`config.mk`:
```
export PLATFORM = sky130hd
export DESIGN_NAME = id_ext_stage_ctrl
export DESIGN_NICKNAME = d
export VERILOG_FILES = /design/src/rtl/id_ext_stage_ctrl.sv
export SDC_FILE = /design/constraint.sdc
export NUM_CORES = 1
export LEC_CHECK = 0
export CAP_MARGIN = 20
export CORE_AREA = 2 2 174 91
export CTS_CLUSTER_DIAMETER = 50
export DETAILED_ROUTE_END_ITERATION = 10
export DIE_AREA = 0 0 176 93
export PLACE_DENSITY = 0.86
export SYNTH_ARGS = -nofsm -noshare
export SYNTH_HDL_FRONTEND = slang
export SYNTH_SLANG_ARGS = --single-unit
```
`constraint.sdc`:
```
create_clock -name clk -period 7 [get_ports clk]
set_clock_uncertainty 0.05 [all_clocks]
set_input_delay 1.4 -clock clk [delete_from_list [all_inputs] [get_ports clk]]
set_output_delay 1.4 -clock clk [all_outputs]
set_load 0.1 [all_outputs]
```
`src/rtl/id_ext_stage_ctrl.sv`:
```
// id_ext_stage_ctrl
//   ID-stage control around the immediate extender of a 5-stage MIPS pipeline.
//   Holds the IF/ID register, decodes the opcode into an extender select,
//   registers the extended immediate into ID/EX, and resolves load-use hazards
//   by stalling IF/ID and injecting a bubble into ID/EX.
//
// Build option: define STALL_STATS_EN to add the stall_count output.
//
// Ports:
//   clk          pipeline clock, rising edge
//   reset        asynchronous active-high reset
//   if_instr     instruction fetched in IF
//   if_pc        PC of if_instr
//   flush        redirect: IF/ID becomes NOP_INSTR at the next edge
//   ex_mem_read  instruction in EX is a load
//   ex_rt        destination register of the EX load
//   stall        load-use stall (PC and IF/ID hold)
//   id_instr     IF/ID instruction register
//   id_pc        IF/ID PC register
//   id_ext_sel   decoded select: 0 zero, 1 sign, 2 upper, 3 none
//   ex_instr     ID/EX instruction register
//   ex_pc        ID/EX PC register
//   ex_imm_ext   ID/EX extended immediate
//   ex_ext_sel   ID/EX copy of id_ext_sel
//   ex_valid     0 when ID/EX holds a bubble
//   stall_count  (STALL_STATS_EN only) number of stall cycles, wraps
module id_ext_stage_ctrl #(
  parameter logic [31:0] RESET_PC  = 32'h0000_3000,
  parameter logic [31:0] NOP_INSTR = 32'h0000_0000
) (
  input  logic        clk,
  input  logic        reset,
  input  logic [31:0] if_instr,
  input  logic [31:0] if_pc,
  input  logic        flush,
  input  logic        ex_mem_read,
  input  logic [4:0]  ex_rt,
  output logic        stall,
  output logic [31:0] id_instr,
  output logic [31:0] id_pc,
  output logic [1:0]  id_ext_sel,
  output logic [31:0] ex_instr,
  output logic [31:0] ex_pc,
  output logic [31:0] ex_imm_ext,
  output logic [1:0]  ex_ext_sel,
  output logic        ex_valid
`ifdef STALL_STATS_EN
  ,
  output logic [31:0] stall_count
`endif
);

  localparam logic [1:0] SEL_ZERO  = 2'd0;
  localparam logic [1:0] SEL_SIGN  = 2'd1;
  localparam logic [1:0] SEL_UPPER = 2'd2;
  localparam logic [1:0] SEL_NONE  = 2'd3;

  logic [31:0] id_instr_q, id_instr_d;
  logic [31:0] id_pc_q, id_pc_d;
  logic [31:0] ex_instr_q, ex_instr_d;
  logic [31:0] ex_pc_q, ex_pc_d;
  logic [31:0] ex_imm_q, ex_imm_d;
  logic [1:0]  ex_sel_q, ex_sel_d;
  logic        ex_valid_q, ex_valid_d;

  logic [5:0]  opcode;
  logic [4:0]  rs, rt;
  logic [15:0] imm;
  logic [1:0]  ext_sel;
  logic [31:0] imm_ext;
  logic        uses_rs, uses_rt;
  logic        stall_w;

  assign opcode = id_instr_q[31:26];
  assign rs     = id_instr_q[25:21];
  assign rt     = id_instr_q[20:16];
  assign imm    = id_instr_q[15:0];

  // Opcode decode: extender select and source-register usage.
  always_comb begin
    ext_sel = SEL_NONE;
    uses_rs = 1'b1;
    uses_rt = 1'b0;
    unique case (opcode)
      6'b001101, 6'b001100: ext_sel = SEL_ZERO;
      6'b001001, 6'b001000, 6'b001010, 6'b100011: ext_sel = SEL_SIGN;
      6'b101011, 6'b000100: begin
        ext_sel = SEL_SIGN;
        uses_rt = 1'b1;
      end
      6'b001111: begin
        ext_sel = SEL_UPPER;
        uses_rs = 1'b0;
      end
      6'b000010, 6'b000011: uses_rs = 1'b0;
      6'b000000: uses_rt = 1'b1;
      default: ext_sel = SEL_NONE;
    endcase
  end

  always_comb begin
    imm_ext = '0;
    unique case (ext_sel)
      SEL_ZERO:  imm_ext = {16'h0000, imm};
      SEL_SIGN:  imm_ext = {{16{imm[15]}}, imm};
      SEL_UPPER: imm_ext = {imm, 16'h0000};
      default:   imm_ext = '0;
    endcase
  end

  // $0 is never a real dependency, so ex_rt == 0 cannot stall.
  assign stall_w = ex_mem_read && (ex_rt != 5'd0) &&
                   ((uses_rs && (ex_rt == rs)) || (uses_rt && (ex_rt == rt)));

  // Flush outranks stall for IF/ID; ID/EX ignores flush so the branch resolving
  // in ID still advances, but still takes the bubble when flush and stall coincide.
  always_comb begin
    id_instr_d = id_instr_q;
    id_pc_d    = id_pc_q;
    if (flush) begin
      id_instr_d = NOP_INSTR;
      id_pc_d    = if_pc;
    end else if (!stall_w) begin
      id_instr_d = if_instr;
      id_pc_d    = if_pc;
    end
  end

  always_comb begin
    ex_instr_d = NOP_INSTR;
    ex_pc_d    = ex_pc_q;
    ex_imm_d   = '0;
    ex_sel_d   = SEL_NONE;
    ex_valid_d = 1'b0;
    if (!stall_w) begin
      ex_instr_d = id_instr_q;
      ex_pc_d    = id_pc_q;
      ex_imm_d   = imm_ext;
      ex_sel_d   = ext_sel;
      ex_valid_d = 1'b1;
    end
  end

  always_ff @(posedge clk or posedge reset) begin
    if (reset) begin
      id_instr_q <= NOP_INSTR;
      id_pc_q    <= RESET_PC;
      ex_instr_q <= NOP_INSTR;
      ex_pc_q    <= RESET_PC;
      ex_imm_q   <= '0;
      ex_sel_q   <= SEL_NONE;
      ex_valid_q <= 1'b0;
    end else begin
      id_instr_q <= id_instr_d;
      id_pc_q    <= id_pc_d;
      ex_instr_q <= ex_instr_d;
      ex_pc_q    <= ex_pc_d;
      ex_imm_q   <= ex_imm_d;
      ex_sel_q   <= ex_sel_d;
      ex_valid_q <= ex_valid_d;
    end
  end

`ifdef STALL_STATS_EN
  logic [31:0] stall_cnt_q, stall_cnt_d;

  assign stall_cnt_d = stall_w ? stall_cnt_q + 32'd1 : stall_cnt_q;

  always_ff @(posedge clk or posedge reset) begin
    if (reset) stall_cnt_q <= '0;
    else       stall_cnt_q <= stall_cnt_d;
  end

  assign stall_count = stall_cnt_q;
`endif

  assign stall      = stall_w;
  assign id_instr   = id_instr_q;
  assign id_pc      = id_pc_q;
  assign id_ext_sel = ext_sel;
  assign ex_instr   = ex_instr_q;
  assign ex_pc      = ex_pc_q;
  assign ex_imm_ext = ex_imm_q;
  assign ex_ext_sel = ex_sel_q;
  assign ex_valid   = ex_valid_q;

endmodule

```
==> flow_summary.yaml <==
outcome:
  status: "complete, no violations"
run:
  maxCapViolCount: 0
timing:
  setup_tns_ps: 0
  hold_viol: 0
  worstMarginPinSlew_ps: 1110
  layout_setup_ws_ps: 1170
  relSlewSlack_pct: 26.2
  rsz0062_at_grt: "false"
  slew_viol_final: 0
  period_minus_slack_ps: 5830
  finalCritPeriodShare_pct: 83.3
  max_freq_mhz: 172
  setup_viol: 0
min_path:
  min-delay-path-class: "reg -> reg"
cts:
  cts_resized: 0
  path_clk_slew_ps: 60
  hold_buffers: 0
  cts_made_buffers: 17
  htreeDepth: 4
  cts_tree: "done"
  clock_sinks: 163
  cts_setup_buffers: 0
  clk_path_buf_depth: 2
  cts-root-buf: "clkbuf_16"
  clkLatencyLatePin_ps: 400
synth:
  synth_edf_count: 0
  ys_ff_latch: 163
  yosysSeqAreaShare_pct: 64.0
  synthFlopType: "dfrtp_1"
  yosys.area.top_type: "dfrtp_1"
  syn_inst: 489
  yosysTopAreaCellShare_pct: 61.5
  ys_top_cells_by_area: "dfrtp_1 (62%), mux2_4 (7.1%), mux2_2 (5.8%)"
  synth_common_cells: "dfrtp_1 (157), a21oi_1 (49), mux2_2 (33), nand3_1 (33), o21ai_0 (31)"
  synth_most_common_cell: "dfrtp_1"
  synth.avg_cell_area_um2: 13.1
  yosysWarnings: 0
  syn_nets: 562
  syn_area_um2: 6390
  ys_types: 40
  synthArstFlopShare_pct: 100
setup_path:
  cp.required_ps: 5550
  crit_end: "stall"
  rr_startpoint: "id_instr[27]$_DFFE_PP0P_"
  arrival_ps: 4380
  setup.worst_path.start_class: "input pin"
  r2r-end: "id_pc[22]$_DFFE_PP0P_"
  endpoint_kind: "output pin"
  worst-setup-path-type: "in -> out"
  crit_fanout: 36
  critical_path.startpoint: "ex_rt[4]"
  r2r_slack_ps: 3630
  reg2regPathDepth: 5
final_layout:
  drive_gt1_share_pct: 16.4
  area_delta_synth_final_pct: 49.3
  nets: 791
  diodes: 0
  instances_no_fill: 935
floorplanning:
  die_width_um: 176
  start_util_pct: 42.8
  die_area_um2: 16400
  die_y_um: 93
  fp-row-count: 32
  core_um2: 14900
  pin_count: 239
grt:
  antenna_found_initial: 0
  grt_usage_pct: 22.0
  grt_pass1_vias: 4902
  grt_pass1_wl_um: 27600
  grt_max_degree: 105
  grt_overflow: 0
detailed_routing:
  dr_total_vias: 4832
  postRouteAntennaNets: 0
  dr.pass1.iters: 6
  wl_um: 17700
  drt-vias-per-instance: 5.17
  drt_iter0_markers: 288
  wl_per_cell_um: 19.0
  route.detailed.drc: 0
place:
  port_buffers: 238
  placedCellCount: 903
  dp_hpwl_um: 12700
  gp_congestion: 0.844
  place_ws_ps: 1230
power:
  cellLeakagePower_nw: 4.24
  power_density_nw_per_um2: 275
  irDropWorstVdd_uv: 167
==> final cells by class <==
class                           instances  area [um2]
Clock buffer                           17         425
Clock inverter                         15         168
Fill cell                            1101        5400
Inverter                                6        27.5
Multi-Input combinational cell        283        2120
Sequential cell                       163        4090
Tap cell                              204         255
Timing Repair Buffer                  247        2450
==> per-stage QoR <==
step | hold slack [ps] | power (mW) | area, um2 | util, %
2_1_floorplan | 802 | 1.52 | 6390 | -
3_3_place_gp | 426 | 1.70 | 8940 | 59.9
3_5_place_dp | 441 | 1.71 | 8940 | 59.9
4_1_cts | 455 | 2.65 | 9530 | 63.8
5_1_grt | 475 | 2.72 | 9530 | 63.8
6_report | 454 | 2.62 | 9530 | 63.8
==> kinds of logic after synthesis <==
group	share of synthesized area, %
flip-flops	64.0
AND/OR/NAND/NOR	10.7
AO/OA/AOI/OAI	7.56
multiplexers	13.0
buffers and inverters	3.35
XOR/XNOR	1.37
==> worst min-delay path by stage <==
stage	start	endpoint	slack [ps]	cells past startpoint
after floorplan	ex_pc[12]$_DFFE_PP1N_	ex_pc[12]$_DFFE_PP1N_	800	1
after global placement	ex_pc[22]$_DFFE_PP0N_	ex_pc[22]$_DFFE_PP0N_	430	1
after detailed placement	ex_pc[22]$_DFFE_PP0N_	ex_pc[22]$_DFFE_PP0N_	440	1
after CTS	ex_pc[22]$_DFFE_PP0N_	ex_pc[22]$_DFFE_PP0N_	460	1
after global routing	ex_pc[5]$_DFFE_PP0N_	ex_pc[5]$_DFFE_PP0N_	470	1
final	ex_pc[22]$_DFFE_PP0N_	ex_pc[22]$_DFFE_PP0N_	450	1
==> state kept, by name (all words and copies together) (netlist names) <==
name        cells
id_pc          32
ex_imm_ext     32
ex_ext_sel      2
id_instr       32
ex_pc          32
ex_valid        1
ex_instr       32
==> routing by layer <==
metal / up-vias / track usage, % / wire (um)
met2: 224 / 34.3 / 8190
met1: 2428 / 30.6 / 7880
met5: - / 0 / 0
met3: 18 / 6.42 / 1420
li1: 2162 / - / -
met4: 0 / 5.10 / 239
==> placed cells by master, fill, tap and decap left out, drive strengths merged, types with 2 or more instances in the layout <==
cell	Yosys	layout
buf	20	10
clkdlybuf4s50	0	237
o21a	2	2
o21ai	32	32
and3	29	29
nand2	21	21
dfstp	6	6
dfrtp	157	157
inv	6	12
clkinvlp	0	2
bufinv	0	2
clkinv	0	5
and2	17	17
nand3	33	33
xor2	7	7
or4	3	3
a211o	2	2
a21oi	49	49
nor3	2	2
xnor2	3	3
clkbuf	17	17
nor2	3	3
mux2	64	64
nor4	4	4
==> power by group <==
group / internal (mW) / leakage, nW / total, mW / switching [mW]
Clock: 0.535 / 0.286 / 0.925 / 0.391
Combinational: 0.170 / 1.92 / 0.662 / 0.491
Sequential: 0.995 / 2.04 / 1.03 / 0.0393
Total: 1.70 / 4.24 / 2.62 / 0.921
==> critical path, cell delays in order <==
cell and delay [ps]:
clkdlybuf4s50_1 470, xor2_1 170, nor4_1 590, and4bb_1 1050
nor2_4 -10, buf_4 310, inv_1 100, buf_4 290
No activity file was read; power rests on OpenSTA's default activity.
